**src/rtl/hazard_ctrl_pkg.sv**
```systemverilog
// Shared pipeline-control definitions: hazard FSM encoding, jr/jalr hazard
// classes and the default mult/div timeout.
package hazard_ctrl_pkg;

    typedef enum logic [1:0] {
        ST_RUN      = 2'b00,
        ST_LU_STALL = 2'b01,
        ST_JR_STALL = 2'b10,
        ST_MD_WAIT  = 2'b11
    } hz_state_e;

    localparam logic [1:0] JR_NONE = 2'b00;
    localparam logic [1:0] JR_ALU  = 2'b01;
    localparam logic [1:0] JR_LOAD = 2'b10;

    localparam int MD_TIMEOUT_DEF = 63;

endpackage

```
**src/rtl/sat_counter.sv**
```systemverilog
// Saturating up-counter for performance statistics; holds at all-ones
// instead of wrapping.
module sat_counter #(
    parameter int W = 16
) (
    input  logic         clk,
    input  logic         rst_n,
    input  logic         inc,
    output logic [W-1:0] count
);

    // NOTE: sequential state is written with non-blocking assignments only,
    // so every flop samples the pre-edge value of its inputs.
    always_ff @(posedge clk or negedge rst_n) begin
        if (!rst_n) begin
            count <= '0;
        end else if (inc && (count != {W{1'b1}})) begin
            count <= count + W'(1);
        end
    end

endmodule

```
**src/rtl/hazard_ctrl.sv**
```systemverilog
// Pipeline hazard controller: load-use and jr/jalr bubbles, mult/div wait
// with timeout, branch flush and a saturating stall-cycle counter.
module hazard_ctrl
    import hazard_ctrl_pkg::*;
#(
    parameter int MD_TIMEOUT = MD_TIMEOUT_DEF,
    parameter int CNT_W      = 16
) (
    input  logic             clk,
    input  logic             rst_n,
    input  logic [4:0]       rs,
    input  logic [4:0]       rt,
    input  logic [4:0]       rf_wa_ex,
    input  logic             MemRead_ex,
    input  logic [1:0]       JRegDst,
    input  logic             Branch_taken,
    input  logic             MulDiv_start,
    input  logic             MulDiv_done,
    output logic             PCWrite,
    output logic             IFIDWrite,
    output logic             IFID_flush,
    output logic             IDEX_flush,
    output logic             EXMEM_hold,
    output logic             md_timeout,
    output logic [CNT_W-1:0] stall_cnt
);

    localparam int MD_W = (MD_TIMEOUT < 1) ? 1 : $clog2(MD_TIMEOUT + 1);

    hz_state_e       state, state_nxt;
    logic            jr_cnt, jr_cnt_nxt;
    logic [MD_W-1:0] md_cnt, md_cnt_nxt;
    logic            set_timeout;
    logic            load_use;

    assign load_use = MemRead_ex && (rf_wa_ex != 5'd0) &&
                      ((rf_wa_ex == rs) || (rf_wa_ex == rt));

    always_ff @(posedge clk or negedge rst_n) begin
        if (!rst_n) begin
            state      <= ST_RUN;
            jr_cnt     <= 1'b0;
            md_cnt     <= '0;
            md_timeout <= 1'b0;
        end else begin
            state  <= state_nxt;
            jr_cnt <= jr_cnt_nxt;
            md_cnt <= md_cnt_nxt;
            if (set_timeout) begin
                md_timeout <= 1'b1;
            end
        end
    end

    // NOTE: every signal driven here gets a default first, so no path can
    // leave one unassigned and infer a latch.
    always_comb begin
        state_nxt   = state;
        jr_cnt_nxt  = jr_cnt;
        md_cnt_nxt  = md_cnt;
        set_timeout = 1'b0;
        PCWrite     = 1'b1;
        IFIDWrite   = 1'b1;
        IFID_flush  = 1'b0;
        IDEX_flush  = 1'b0;
        EXMEM_hold  = 1'b0;

        // Outputs must read as no-hazard for as long as reset is held.
        if (rst_n) begin
            unique case (state)
                ST_RUN: begin
                    if (MulDiv_start) begin
                        PCWrite    = 1'b0;
                        IFIDWrite  = 1'b0;
                        EXMEM_hold = 1'b1;
                        md_cnt_nxt = '0;
                        state_nxt  = ST_MD_WAIT;
                    end else if (load_use) begin
                        PCWrite    = 1'b0;
                        IFIDWrite  = 1'b0;
                        IDEX_flush = 1'b1;
                        state_nxt  = ST_LU_STALL;
                    end else if (JRegDst != JR_NONE) begin
                        PCWrite    = 1'b0;
                        IFIDWrite  = 1'b0;
                        IDEX_flush = 1'b1;
                        jr_cnt_nxt = (JRegDst == JR_LOAD);
                        state_nxt  = ST_JR_STALL;
                    end else if (Branch_taken) begin
                        IFID_flush = 1'b1;
                    end
                end

                ST_LU_STALL: begin
                    state_nxt = ST_RUN;
                end

                ST_JR_STALL: begin
                    if (jr_cnt != 1'b0) begin
                        PCWrite    = 1'b0;
                        IFIDWrite  = 1'b0;
                        IDEX_flush = 1'b1;
                        jr_cnt_nxt = 1'b0;
                    end else begin
                        state_nxt = ST_RUN;
                    end
                end

                ST_MD_WAIT: begin
                    if (MulDiv_done) begin
                        state_nxt = ST_RUN;
                    end else begin
                        PCWrite    = 1'b0;
                        IFIDWrite  = 1'b0;
                        EXMEM_hold = 1'b1;
                        if (md_cnt == MD_W'(MD_TIMEOUT)) begin
                            set_timeout = 1'b1;
                            state_nxt   = ST_RUN;
                        end else begin
                            md_cnt_nxt = md_cnt + MD_W'(1);
                        end
                    end
                end

                default: state_nxt = ST_RUN;
            endcase
        end
    end

    sat_counter #(
        .W (CNT_W)
    ) u_stall_cnt (
        .clk   (clk),
        .rst_n (rst_n),
        .inc   (!PCWrite),
        .count (stall_cnt)
    );

endmodule
```
**config.mk**
```make
export PLATFORM = sky130hd
export DESIGN_NAME = hazard_ctrl
export DESIGN_NICKNAME = d
export VERILOG_FILES = /design/src/rtl/hazard_ctrl_pkg.sv /design/src/rtl/sat_counter.sv /design/src/rtl/hazard_ctrl.sv
export SDC_FILE = /design/constraint.sdc
export NUM_CORES = 1
export LEC_CHECK = 0
export ABC_AREA = 1
export ABC_CLOCK_PERIOD_IN_PS = 1980
export CORE_MARGIN = 1.5
export CORE_UTILIZATION = 40
export DETAILED_ROUTE_END_ITERATION = 8
export PLACE_DENSITY_LB_ADDON = 0.08
export REMOVE_ABC_BUFFERS = 1
export SETUP_SLACK_MARGIN = 0.02
export SLEW_MARGIN = 10
export SYNTH_ARGS = -nofsm -noshare
export SYNTH_HDL_FRONTEND = slang
export SYNTH_SLANG_ARGS = --single-unit
export TNS_END_PERCENT = 1
```
**constraint.sdc**
```tcl
create_clock -name clk -period 1.98 [get_ports clk]
set_input_delay 0.396 -clock clk [delete_from_list [all_inputs] [get_ports clk]]
set_output_delay 0.396 -clock clk [all_outputs]
set_load 0.005 [all_outputs]
```
======== Word level (Yosys, flattened, before mapping) ========
Index checks and enable logic that the tools add are counted.
word-level totals
  RAM bits ................................ 0
  bits in registers ....................... 26
  output and inout port bits .............. 22
  bits of input ports ..................... 23
  word-level logic and storage cells ...... 79
  bits in read-only memories .............. 0
  bits in latches ......................... 0
  memories ................................ 0
cells by class
  multiplexer cells ....................... 42
  equal/unequal tests ..................... 17
  reductions and logical operators ........ 13
  bitwise logic cells ..................... 0
  shifts and indexed selects .............. 0
  multipliers ............................. 0
  divide/modulo/power cells ............... 0
  magnitude comparators ................... 0
  $add $sub $neg .......................... 2
operators with widths
  operator               count
  $mux 1                 27
  $mux 6                 3
  $add 16x1->16 const B  1
  $ne 16x16->1 const B   1
  $ne 2x2->1 const B     7
  $mux 2                 6
  $pmux 6 s2             1
  $eq 5x5->1             2
  $reduce_and 5->1       2
  $pmux 2 s4             1
  $add 6x1->6 const B    1
  $eq 2x2->1 const B     3
  $eq 6x6->1 const B     1
  $pmux 1 s2             3
  $reduce_bool 2->1      3
  $reduce_bool 5->1      1
  $ne 4x4->1 const B     1
  $reduce_and 4->1       1
  $logic_and 1x1->1      3
  $ne 3x3->1 const B     1
  $pmux 1 s3             1
  $eq 2x1->1 const B     1
  $logic_not 2->1        1
  $logic_not 1->1        1
  $logic_or 1x1->1       1

======== Logic depth before layout (Yosys ltp) ========
  word-level depth ........................ 9
  gate-level depth with buffers ........... 13

======== Cells and area by module ========
From an unflattened synthesis, not the netlist that was laid out.
second synthesis, totals
  cell total of the unflattened synthesis .. 306
  area, all modules ....................... 1998.2 um^2
modules (own cells, without submodules)
  module       times used  cells each  area an instance (um^2)
  sat_counter  1           163         1069.8
  hazard_ctrl  1           143         928.4

======== Worst setup path before layout ========
No wires, ideal clock.
  path type ............................... register to register
  start ................................... register state[0]
  end ..................................... register md_cnt[5]
  library setup time ...................... 0.124 ns
  arrival ................................. 1.644 ns
  cell stages (with the launch flop) ...... 11
  path slack .............................. 0.211 ns
  path buffers ............................ 0
  cells stage by stage .................... dfrtp_1 inv_1 ha_1 inv_1 or2_2 nand4_1 a21oi_2 nand2_1 nor2_1 nand2_1 nor3b_2
between the ends
  longest elaborated chain between the ends .. 3
  elaborated cells on any way between the ends .. 8
  classes of those cells .................. eq/ne (4); mux (1); reduce/logical (3)
RTL lines
  element                                                           line               text
  start: declaration                                                hazard_ctrl.sv:30  hz_state_e state, state_nxt;
  start signal: assignment                                          hazard_ctrl.sv:46  state <= state_nxt;
  $eq 2x2->1 / $logic_not 2->1 (equally long branches)              hazard_ctrl.sv:70  unique case (state)
  $ne 2x2->1 (no line) / $reduce_bool 2->1 (equally long branches)  -
  $reduce_and 5->1 (no line)                                        -
  end signal: assignment                                            hazard_ctrl.sv:48  md_cnt <= md_cnt_nxt;
  end: declaration                                                  hazard_ctrl.sv:32  logic [MD_W-1:0] md_cnt, md_cnt_nxt;
Parallel ways exist; a longest one is shown, timed or not.
A chain may end at the register's enable or synchronous reset.

======== Worst setup path in the final report ========
  start ................................... register state[0]
  end ..................................... output IFIDWrite
between the ends
  longest elaborated chain between the ends .. 3
  elaborated cells on any way between the ends .. 5
  classes of those cells .................. eq/ne (2); mux (2); reduce/logical (1)
RTL lines
  element                                               line               text
  $eq 2x2->1 / $logic_not 2->1 (equally long branches)  hazard_ctrl.sv:70
  $pmux 1 s3 *                                          hazard_ctrl.sv:70
  $mux 1 *                                              hazard_ctrl.sv:69  if (rst_n) begin
  end: declaration                                      hazard_ctrl.sv:20  output logic IFIDWrite,
Mark *: on every way between the ends. The rest lies on a longest branch, timed or not.

==> summary.md <==
| Metric | Value |
|---|---|
| Synth area leader | `dfrtp_1` |
| Post-synth ARST share | `100.0%` |
| CTS Sinks | `26` |
| Routed WL | `4276 µm` |
| Die area | `0.005020 mm²` |
| Setup Skew | `0.005699 ns` |
| Post-synth top area share | `35.33%` |
| Later-pin clock latency in the skew report | `between 0.2 and 0.3 ns` |
| RSZ-0062 raised after global routing | `true` |
| Int Pwr | `1632 µW` |
| Initial antenna violation count | `0` |
| Net Sw Frac | `35.71%` |
| Tmin final | `1.958 ns` |
| Residual DRC count | `0` |
| Fmax | `between 0.5 and 0.6 GHz` |
| Iter 0 DRT Violations | `54` |
| Setup Crit Path Kind | `flip-flop to output port` |
| CTS Root Cell | `clkbuf_8` |
| PwrDens | `about 920 mW/mm²` |
| Seq cells post-synth | `26` |
| Row count | `24` |
| Required @ worst endpoint | `~1.6 ns` |
| Nets | `380` |
| First-pass GRT wire length | `7348 µm` |
| Seq pwr share | `28.7%` |
| Mean Syn Cell Area | `6.950 µm²` |
| Hold buffers post-CTS | `0` |
| PortBufs | `44` |
| TritonCTS Buffers | `3` |
| Clock Pin Slew Worst Setup and Hold Paths | `0.09 ns` |
| R2r endpoint | `u_stall_cnt.count[9]` |
| Final setup violation count | `0` |
| Gr usage total | `17.77%` |
| Register area share after synthesis | `35.33%` |
| DR WL/cell | `roughly 11 µm` |
| Outcome | `completed` |
| Reg2reg start | `state[1]` |
| FF-to-FF path depth | `12` |
| Ys flop type | `dfrtp_1` |
| Commonest non-fill, non-tap cell in the layout | `nand2_1` |
| Setup TNS | `0 ns` |
| Slew @ Worst Pin | `0.3711 ns` |
| Core ar. | `around 0.0044 mm²` |
| Final Util | `62.67%` |
| Post-route setup slack | `0.02174 ns` |
| Boundary Pins | `45` |
| EDFF count, synth | `0` |
| Pleak | `0.001409 µW` |
| Drt pass-1 iters | `4` |
| Hold Crit Class | `input pin to asynchronous set/reset pin` |
| CP endpoint kind | `output port` |
| Post-DRT Antenna Nets | `0` |
| Max Root-Sink Buffers | `2` |
| Reg2Reg Setup Slack | `approximately 0.15 ns` |
| GPL Wtd Cong | `0.8152` |
| Synthesis Warnings | `0` |
| Final-report hold violation count | `0` |
| Slew Limit Fails | `0` |
| Post-Syn Instances | `265` |
| Distinct cells, synth | `31` |
| Starting Density | `approximately 42%` |
| Placement Cell Area | `0.002516 mm²` |
| Share of cells above drive strength 1 | `30.57%` |
| Main area contributors after synthesis | `dfrtp_1, nand2_1, inv_1` |
| CTS tree | `built` |
| Comb pwr share | `53.5%` |
| Synthesized area | `0.001842 mm²` |
| Dpl ws | `-0.6210 ns` |
| Die width | `about 71 µm` |
| Vias in the first global route | `1,692` |
| Pin count of the biggest net entering global routing | `17` |
| Diode count | `0` |
| Drt via density | `approximately 4.7` |
| P_sw | `just over 900 µW` |
| Worst Path Arrival | `1.56 ns` |
| Max cap viols | `0` |
| Post-route cell area | `0.002748 mm²` |
| Hpwl dp | `3175 µm` |
| Synthesis-to-layout area growth | `49.19%` |
| Startpoint types | `flip-flop` |
| DR vias | `1,872` |
| Die height | `70.86 µm` |
| Number of H-tree levels | `1` |
| Fin crit share | `between 90% and 100%` |
| Maximum VDD drop | `around 620 µV` |
| Max-slew headroom | `75.07%` |
| Clock Power Share | `17.8%` |
| Max FO, Critical Path | `4` |
| Most frequent cells in the layout | `nand2_1, buf_4, dfrtp_1` |
| GRT Residual Overflow | `0` |
metal layers:
metal / vias up / global-route usage, % / part of all wire, %
met3: 2 / 2.422 / 3.8
li1: 994 / - / -
met1: 842 / 25.65 / 51
met4: 0 / 4.403 / 0.63
met5: - / 0 / 0
met2: 34 / 28.25 / 45
per-stage QoR:
stage	hold slack (ns)	std cells	total power (µW)
final	0.4452	402	2538
after global routing	0.4558	402	2740
after CTS	0.4431	397	2362
after detailed placement	0.4498	382	1871
after global placement	0.4503	382	1870
after floorplan	0.1004	261	1252
area by class of cell:
class | count | area, µm²
repair buffers | 85 | 706.9
flip-flops and latches | 26 | 651.9
clock inverters | 1 | 30.03
well taps | 52 | 65.06
clock buffers | 3 | 41.29
inverters | 32 | 125.1
fillers | 434 | 1637
multi-input cells | 203 | 1127
power groups by stage:
| stage | clock [µW] | combinational (µW) | sequential (µW) |
|---|---|---|---|
| floorplan | 0 | 537 | 716 |
| global placement | 0 | 1140 | 729 |
| detailed placement | 0 | 1140 | 729 |
| CTS | 463 | 1180 | 721 |
| global route | 488 | 1510 | 744 |
| finish | 452 | 1360 | 729 |
critical path, cell delays in order, from the launching register on:
cell and delay (ns):
dfrtp_1 0.44, inv_2 0.10, ha_4 0.15, inv_4 0.04
nor2_4 0.12, nand3_4 0.10, buf_6 0.14, nand3_4 0.09
buf_6 0.10
registers in the layout, summed over array words and instances, names as in the netlist:
name,cells
jr_cnt,1
md_cnt,6
u_stall_cnt.count,16
md_timeout,1
state,2
worst max path at each step:
stage | startpoint | endpoint | depth (start not counted)
final | state[0] | IFIDWrite | 8
after global routing | state[0] | IFIDWrite | 8
after CTS | rt[1] | jr_cnt | 19
after detailed placement | rf_wa_ex[4] | IDEX_flush | 12
after global placement | rf_wa_ex[0] | IDEX_flush | 12
after floorplan | state[0] | md_cnt[5] | 10
cell usage after synthesis (2+ instances only):
cell type and number:
nand2_1 103, inv_1 28, dfrtp_1 26, nor2_1 25
nand3_1 14, xnor2_1 8, xor2_1 8, o21ai_0 7
ha_1 6, nor3_1 6, a21oi_1 4, inv_2 4
nand4_1 4, buf_4 2, nand3_4 2, nor2_2 2
or2_2 2
cell families after synthesis:
group / Yosys count / share of synthesized area, %
buf+inv: 36 / 8.219
fa+ha+maj: 6 / 4.076
compound gates: 16 / 5.028
flops: 26 / 35.33
simple gates: 165 / 39.74
xor+xnor: 16 / 7.609
timing repair:
action / CTS / global route
endpoints found under the setup margin: 5 / 26
setup buffers: 11 / 6
gates resized for setup: 55 / 60
pin swaps: 11 / 23
Power figures use the tool's default switching activity.
